$ cat src/rtl/counter_event_capture.sv
// Compare-match / wrap event detector with a small FWFT snapshot FIFO.
// Optional CAPTURE_DROP_CNT_EN adds a saturating dropped-capture counter (drop_cnt).
module counter_event_capture #(
    parameter int CNT_W = 16,
    parameter int DEPTH = 4,
    parameter int PTR_W = 2
) (
    input  logic             clk,
    input  logic             reset,
    input  logic [CNT_W-1:0] count_in,
    input  logic             cnt_en_in,
    input  logic [CNT_W-1:0] cmp_val,
    input  logic             cmp_load,
    input  logic             trig,
    output logic [CNT_W-1:0] cap_data,
    output logic             cap_valid,
    input  logic             cap_ready,
    output logic             match,
    output logic             wrap,
    output logic             fifo_full
`ifdef CAPTURE_DROP_CNT_EN
    ,
    output logic [7:0]       drop_cnt
`endif
);

    logic [CNT_W-1:0] cmp_reg_q, cmp_reg_d;
    logic             eq_d_q, eq_d_d;
    logic             match_q, match_d;
    logic             wrap_q, wrap_d;
    logic [CNT_W-1:0] mem_q [DEPTH];
    logic [CNT_W-1:0] mem_d [DEPTH];
    logic [PTR_W:0]   wr_ptr_q, wr_ptr_d;
    logic [PTR_W:0]   rd_ptr_q, rd_ptr_d;

    logic eq;
    logic req;
    logic empty;
    logic full;
    logic push;
    logic pop;
    logic drop;

    always_comb begin
        eq    = (count_in == cmp_reg_q);
        req   = trig | (eq & ~eq_d_q);
        empty = (wr_ptr_q == rd_ptr_q);
        full  = (wr_ptr_q[PTR_W] != rd_ptr_q[PTR_W]) &&
                (wr_ptr_q[PTR_W-1:0] == rd_ptr_q[PTR_W-1:0]);
        pop   = ~empty & cap_ready;
        // A full FIFO still accepts a push when the head leaves in the same cycle.
        push  = req & (~full | pop);
        drop  = req & full & ~pop;

        cmp_reg_d = cmp_load ? cmp_val : cmp_reg_q;
        eq_d_d    = eq;
        match_d   = eq & ~eq_d_q;
        wrap_d    = cnt_en_in & (count_in == {CNT_W{1'b1}});

        mem_d = mem_q;
        if (push) begin
            mem_d[wr_ptr_q[PTR_W-1:0]] = count_in;
        end
        wr_ptr_d = wr_ptr_q + {{PTR_W{1'b0}}, push};
        rd_ptr_d = rd_ptr_q + {{PTR_W{1'b0}}, pop};
    end

    always_ff @(posedge clk) begin
        if (reset) begin
            cmp_reg_q <= {CNT_W{1'b1}};
            eq_d_q    <= 1'b0;
            match_q   <= 1'b0;
            wrap_q    <= 1'b0;
            wr_ptr_q  <= '0;
            rd_ptr_q  <= '0;
            for (int i = 0; i < DEPTH; i++) begin
                mem_q[i] <= '0;
            end
        end else begin
            cmp_reg_q <= cmp_reg_d;
            eq_d_q    <= eq_d_d;
            match_q   <= match_d;
            wrap_q    <= wrap_d;
            wr_ptr_q  <= wr_ptr_d;
            rd_ptr_q  <= rd_ptr_d;
            for (int i = 0; i < DEPTH; i++) begin
                mem_q[i] <= mem_d[i];
            end
        end
    end

`ifdef CAPTURE_DROP_CNT_EN
    logic [7:0] drop_cnt_q, drop_cnt_d;

    always_comb begin
        drop_cnt_d = drop_cnt_q;
        if (drop && (drop_cnt_q != 8'hFF)) begin
            drop_cnt_d = drop_cnt_q + 8'd1;
        end
    end

    always_ff @(posedge clk) begin
        if (reset) begin
            drop_cnt_q <= 8'd0;
        end else begin
            drop_cnt_q <= drop_cnt_d;
        end
    end

    assign drop_cnt = drop_cnt_q;
`else
    logic unused_drop;
    assign unused_drop = drop;
`endif

    assign cap_data  = mem_q[rd_ptr_q[PTR_W-1:0]];
    assign cap_valid = ~empty;
    assign fifo_full = full;
    assign match     = match_q;
    assign wrap      = wrap_q;

endmodule

$ cat config.mk
export PLATFORM = sky130hd
export DESIGN_NAME = counter_event_capture
export DESIGN_NICKNAME = d
export VERILOG_FILES = /design/src/rtl/counter_event_capture.sv
export SDC_FILE = /design/constraint.sdc
export NUM_CORES = 1
export LEC_CHECK = 0
export CAP_MARGIN = 0
export CORE_ASPECT_RATIO = 0.9
export CORE_MARGIN = 8
export CORE_UTILIZATION = 50
export CTS_CLUSTER_DIAMETER = 40
export CTS_CLUSTER_SIZE = 12
export DETAILED_ROUTE_END_ITERATION = 6
export GPL_TIMING_DRIVEN = 0
export HOLD_SLACK_MARGIN = 0.05
export PLACE_DENSITY = 0.74
export SLEW_MARGIN = 10
export SYNTH_ARGS = -nofsm -noshare
export SYNTH_HDL_FRONTEND = slang
export SYNTH_SLANG_ARGS = --single-unit
$ cat constraint.sdc
create_clock -name clk -period 3.01 [get_ports clk]
set_clock_uncertainty 0.05 [all_clocks]
set_input_delay 0.602 -clock clk [delete_from_list [all_inputs] [get_ports clk]]
set_output_delay 0.602 -clock clk [all_outputs]
set_load 0.02 [all_outputs]
==> run metrics, run 1 <==
status finished clean; Netlist cell types 30; drt drc 0; startpoint types flip-flop; grt met1 use 23.4%; Worst Tran Pin Value 0.746 ns; CP top delay family buffers and inverters; final hold vios 0; Worst EP arrival 2.23 ns; worst skew pair latency 0.35 ns; Root Buffer clkbuf_8; worst setup path start rd_ptr_q[1]; met2 Use GR 29.2%; post-synthesis sequential area ratio 42.4%; crit-path cells buf_4, buf_6, mux4_2, clkdlybuf4s50_1; DP Wirelength 7280 um; port bufs 57; Area Overhead vs Synth 21.5%; cts hold-fix bufs 0; DR pass1 iterations 4; R2R Path End mem_q[13]; synthesized cell area 4200 sq um; maximum VDD drop 224 uV; Clock Tree Buf Depth 2; Tcrit/Tclk final 95.9%; HP Class flip-flop to flip-flop; Worst path slowest cell clkdlybuf4s50_1; critical path class flip-flop to primary output; Setup violations, final 0; power density cells 520 nW/um^2; H-tree depth 3; grt ovf 0; die width 113 um; Yosys warnings 0; clk sinks 89; largest net degree at the start of global routing 15; gr busiest metal met2; CP Capture Point cap_data[10]; DR iter-0 viols 133; row cnt 31; Worst Reg2Reg Path Length in Cells 7; vias per cell 5.40; post-synthesis cell count 366; RSZ-0062 raised after global routing no; fin area 5100 sq um; vias in the first global route 3145; Post-Layout Cell Count 538; Num CTS Buffers 9; initial antenna violation count 0; total number of vias 2906; Die Height 103 um; Slew Limit Fails 0; Placed Area 4900 sq um; max-cap viol count 0; M3 GR Usage 4.86%; routability cong. 0.794; FF-to-FF Start rd_ptr_q[1]; Routed Antenna Nets 0; Ant. Diodes 0; Reg clk slew, reported paths 0.09 ns; CTS tree built; setup bufs post-CTS 0; share of cells above drive strength 1 11.2%; IO Count 58; Yosys reg bits 89; worst relative slew slack 50.1%; WP depth 4; Global Route Usage Sum 18.0%; Critical Path Fanout Max 10; CORE AREA 8110 sq um; minimum clock period 2.89 ns; WP buf/inv 3; DIE AREA 11600 sq um; placed cell count 522; crit end category primary output; final wirelength 9770 um; Starting Density 51.8%; CP max stage delay 0.57 ns; hold slack 0.402 ns; R2R Setup Slk 0.59 ns; fin nets 476; Peak Freq 347 MHz; Syn Nets 408; first-pass GRT wire length 16300 um; LEAKAGE 2.07 nW; Mean Syn Cell Area 11.5 sq um; setup_tns 0 ns; CP required 2.36 ns; DR WL/cell 18.2 um
==> flip-flops by register name, indices dropped and copies added (netlist names) <==
| signal | flops |
|---|---|
| eq_d_q | 1 |
| wr_ptr_q | 3 |
| match | 1 |
| rd_ptr_q | 3 |
| wrap | 1 |
| cmp_reg_q | 16 |
| mem_q | 64 |
==> cells in the mapped netlist, drive strengths merged <==
cell type	instances	area, sq um
nand4	4	25.0
nand2	4	15.0
dfxtp	89	1780
nor2b	20	125
o41ai	1	16.3
or2b	2	15.0
a41oi	1	27.5
nor4	5	91.3
or3	2	12.5
buf	12	80.1
nor3	2	10.0
nor4b	2	32.5
mux4	16	360
xnor2	3	26.3
ha	4	50.1
nor2	5	18.8
mux2i	64	641
and2	1	6.26
or4	1	7.51
or4b	2	20.0
nand2b	79	494
clkbuf	13	48.8
a211o	16	140
xor2	18	158
==> layer usage <==
layer	wire length (um)	vias to the layer above	share of wire, %
li1	-	1403	-
met1	4630	1420	47
met2	4540	75	46
met3	526	8	5.4
met4	70	0	0.72
met5	0	-	0
==> worst min-delay path by stage <==
stage | depth (start not counted) | slack, ns | to | start
finish | 1 | 0.40 | match | eq_d_q
global route | 1 | 0.42 | match | eq_d_q
CTS | 1 | 0.40 | match | eq_d_q
detailed placement | 1 | 0.39 | match | eq_d_q
global placement | 1 | 0.37 | match | eq_d_q
floorplan | 1 | 0.35 | match | eq_d_q
==> what timing repair did <==
item                       CTS  global route
gates cloned                 0             0
setup endpoints to repair   11             9
hold endpoints to repair     0             0
resized for setup            7             1
==> metrics by stage <==
step	total power (W)	utilization, %	setup slack [ns]
final	0.00265	63.0	0.125
after global routing	0.00278	63.0	0.0110
after CTS	0.00267	62.9	0.0136
after detailed placement	0.00186	60.4	-0.170
after global placement	0.00185	60.4	-0.167
after floorplan	0.00165	-	0.627
==> worst register-to-register path: cells and delay by family (launching register included) <==
family | cells | cell delay, ns
simple gates | 1 | 0.19
xor+xnor | 1 | 0.14
flops | 1 | 0.34
mux | 1 | 0.21
compound gates | 1 | 0.66
buf+inv | 3 | 0.76
==> placed cells by master, fill, tap and decap left out, types with 3 or more instances in the layout <==
cell             count
clkbuf_8            10
dfxtp_1             89
mux2i_1             64
nor2_1               5
a211o_1             16
xor2_1              18
nor4_4               4
clkdlybuf4s50_1     57
ha_1                 4
mux4_2              16
nor2b_1             20
buf_2                6
nand4_1              4
xnor2_1              3
nand2_1              4
nand2b_1            79
clkbuf_1            14
==> area by class of cell <==
type                    count  area, sq um
multi-input cells         252         2290
well taps                  99          124
repair buffers             57          571
plain buffers              25          140
clock inverters             5         55.1
fillers                   679         3000
flip-flops and latches     89         1780
clock buffers              11          141
==> power by group <==
group	switching (W)	internal (W)	total (W)
logic	0.000276	0.000284	0.000560
registers	0.0000357	0.00124	0.00127
clock network	0.000417	0.000404	0.000821
==> cell families after synthesis <==
logic type | count (synthesis) | share of synthesized area [%]
muxes | 80 | 23.8
and+or+nand+nor | 129 | 20.8
adders and majority gates | 4 | 1.19
AOI/OAI and AO/OA | 18 | 4.38
xor gates and xnor gates | 21 | 4.38
buffers and inverters | 25 | 3.07
DFF | 89 | 42.4
Power figures use the tool's default switching activity.
==> run 2, diff against run 1 <==
--- a/config.mk
+++ b/config.mk
@@ -8,13 +8,13 @@
 export CAP_MARGIN = 0
 export CORE_ASPECT_RATIO = 0.9
 export CORE_MARGIN = 8
-export CORE_UTILIZATION = 50
+export CORE_UTILIZATION = 45
 export CTS_CLUSTER_DIAMETER = 40
 export CTS_CLUSTER_SIZE = 12
 export DETAILED_ROUTE_END_ITERATION = 6
 export GPL_TIMING_DRIVEN = 0
 export HOLD_SLACK_MARGIN = 0.05
-export PLACE_DENSITY = 0.74
+export PLACE_DENSITY = 0.68
 export SLEW_MARGIN = 10
 export SYNTH_ARGS = -nofsm -noshare
 export SYNTH_HDL_FRONTEND = slang
==> run 2 against run 1 <==
Against the previous run: largest cell class unchanged; sequential share of layout area fell by 0.37 points; largest power group unchanged; critical path type unchanged; sequential power barely moved; global-route usage shrank 1.1 points; highest routed layer unchanged; design area up 1.1%; sequential cell count unchanged.
==> run metrics, run 2 (synthesized netlist as in run 1, its figures left out) <==
status finished clean; Critical Path Fanout Max 10 (unchanged); routability cong. 0.771 (-2.9%); DP Wirelength 7570 um (+3.9%); port bufs 57 (unchanged); Worst path slowest cell clkdlybuf4s50_1; max-cap viol count 0 (unchanged); minimum clock period 2.90 ns (+0.0108 ns); Global Route Usage Sum 17.0% (-1.1 points); drt drc 0 (unchanged); maximum VDD drop 275 uV (+23%); H-tree depth 3 (unchanged); Setup violations, final 0 (unchanged); worst relative slew slack 50.9% (+0.87 points); Die Height 108 um (+4.6%); commonest non-fill, non-tap cell in the layout dfxtp_1; Worst EP arrival 2.24 ns (about the same); fin util 56.8% (-6.2 points); clk sinks 89 (unchanged); largest net degree at the start of global routing 17 (+2); worst skew pair latency 0.36 ns (about the same); die width 118 um (+4.6%); Ant. Diodes 0 (unchanged); Worst Tran Pin Value 0.728 ns (-0.0178 ns); Area Overhead vs Synth 22.8%; Placed Area 4930 sq um (+0.59%); CP required 2.36 ns (about the same); initial antenna violation count 0 (unchanged); most frequent cells in the layout 89 x dfxtp_1, 79 x nand2b_1, 64 x mux2i_1; Largest register FFs 64 (unchanged); Root Buffer clkbuf_8; Clock Tree Buf Depth 2 (unchanged); Slew Limit Fails 0 (unchanged); HP Class flip-flop to flip-flop; startpoint types flip-flop; first-pass GRT wire length 17100 um (+4.6%); final wirelength 10300 um (+4.9%); RSZ-0062 raised after global routing no; DR pass1 iterations 4 (unchanged); CP max stage delay 0.56 ns (about the same); fin area 5160 sq um (+1.1%); row cnt 33 (+6.5%); Peak Freq 345 MHz (-0.37%); crit-path cells buf_4, buf_6, mux4_2, clkdlybuf4s50_1; final hold vios 0 (unchanged); area of the multi-input gates 2290 sq um (unchanged); LEAKAGE 2.08 nW (+0.74%); Reg clk slew, reported paths 0.10 ns (about the same); Routed Antenna Nets 0 (unchanged); share of cells above drive strength 1 11.4% (+0.23 points); vias in the first global route 3174 (+0.92%); IO Count 58 (unchanged); fill cell count 820 (+21%); Tcrit/Tclk final 96.2% (+0.36 points); fin nets 476 (unchanged); Num CTS Buffers 9 (unchanged); Starting Density 46.3% (-5.6 points); CTS tree built; DR WL/cell 18.3 um (+0.61%); DR iter-0 viols 159 (+20%); register area 1780 sq um (unchanged); Power Total 0.00277 W (+4.3%); CORE AREA 9080 sq um (+12%); setup bufs post-CTS 0 (unchanged); Biggest register mem_q; Largest regs mem_q: 64 flops, cmp_reg_q: 16 flops; vias per cell 5.21 (-3.5%); critical path class flip-flop to primary output; crit end category primary output; cts hold-fix bufs 0 (unchanged); total number of vias 2923 (+0.58%); DIE AREA 12700 sq um (+9.4%); hold slack 0.384 ns (-0.0178 ns); grt ovf 0 (unchanged); power density cells 536 nW/um^2 (+3.2%)
run 2: metrics by stage:
step / setup WS [ns] / instances / setup TNS (ns)
floorplan: 0.627 / 366 / 0
global placement: -0.199 / 545 / -3.99
detailed placement: -0.225 / 545 / -5.88
CTS: 0.0644 / 561 / 0
global route: 0.0102 / 561 / 0
finish: 0.114 / 561 / 0
run 2: worst max-delay path, delay by kind of cell, from the launching register on:
family | cells | cell delay [ns]
buffers and inverters | 3 | 1.00
multiplexers | 1 | 0.52
flip-flops | 1 | 0.36
run 2: final cells by class:
class                           instances  area share, %
Buffer                                 25           2.72
Clock buffer                            9           2.40
Clock inverter                          7           1.92
Multi-Input combinational cell        252           44.4
Sequential cell                        89           34.5
Tap cell                              122           2.96
Timing Repair Buffer                   57           11.1
run 2: layer usage:
layer / routed length [um] / part of all wire (%) / track usage, %
met4: 85 / 0.83 / 4.38
met3: 558 / 5.4 / 4.93
met1: 4750 / 46 / 21.0
met2: 4860 / 47 / 28.5
met5: 0 / 0 / 0
run 2: path summary, 6_finish.rpt:
path | start | to | slack [ns] | depth (start not counted)
hold / removal | eq_d_q | match | 0.38 | 1
setup / recovery | rd_ptr_q[1] | cap_data[0] | 0.11 | 4
setup reg to reg | rd_ptr_q[1] | mem_q[10] | 0.53 | 7
hold reg to reg | eq_d_q | match | 0.38 | 1
run 2: timing repair:
action | 4_1_cts | 5_1_grt
hold endpoints to repair | 0 | 0
gates resized for setup | 8 | 0
endpoints found under the setup margin | 11 | 0
run 2: where the power goes:
part	leakage, nW	total [W]	internal, W	switching [W]
clock network	0.111	0.000932	0.000475	0.000457
logic	1.25	0.000563	0.000284	0.000279
registers	0.726	0.00127	0.00124	0.0000356
total	2.08	0.00277	0.00200	0.000772
==> run 3, diff against run 2 <==
--- a/config.mk
+++ b/config.mk
@@ -15,7 +15,7 @@
 export GPL_TIMING_DRIVEN = 0
 export HOLD_SLACK_MARGIN = 0.05
 export PLACE_DENSITY = 0.68
-export SLEW_MARGIN = 10
+export SLEW_MARGIN = 20
 export SYNTH_ARGS = -nofsm -noshare
 export SYNTH_HDL_FRONTEND = slang
 export SYNTH_SLANG_ARGS = --single-unit
==> results of run 3 <==
Same layout as run 2: the final DEF is identical, and so are final timing and power.
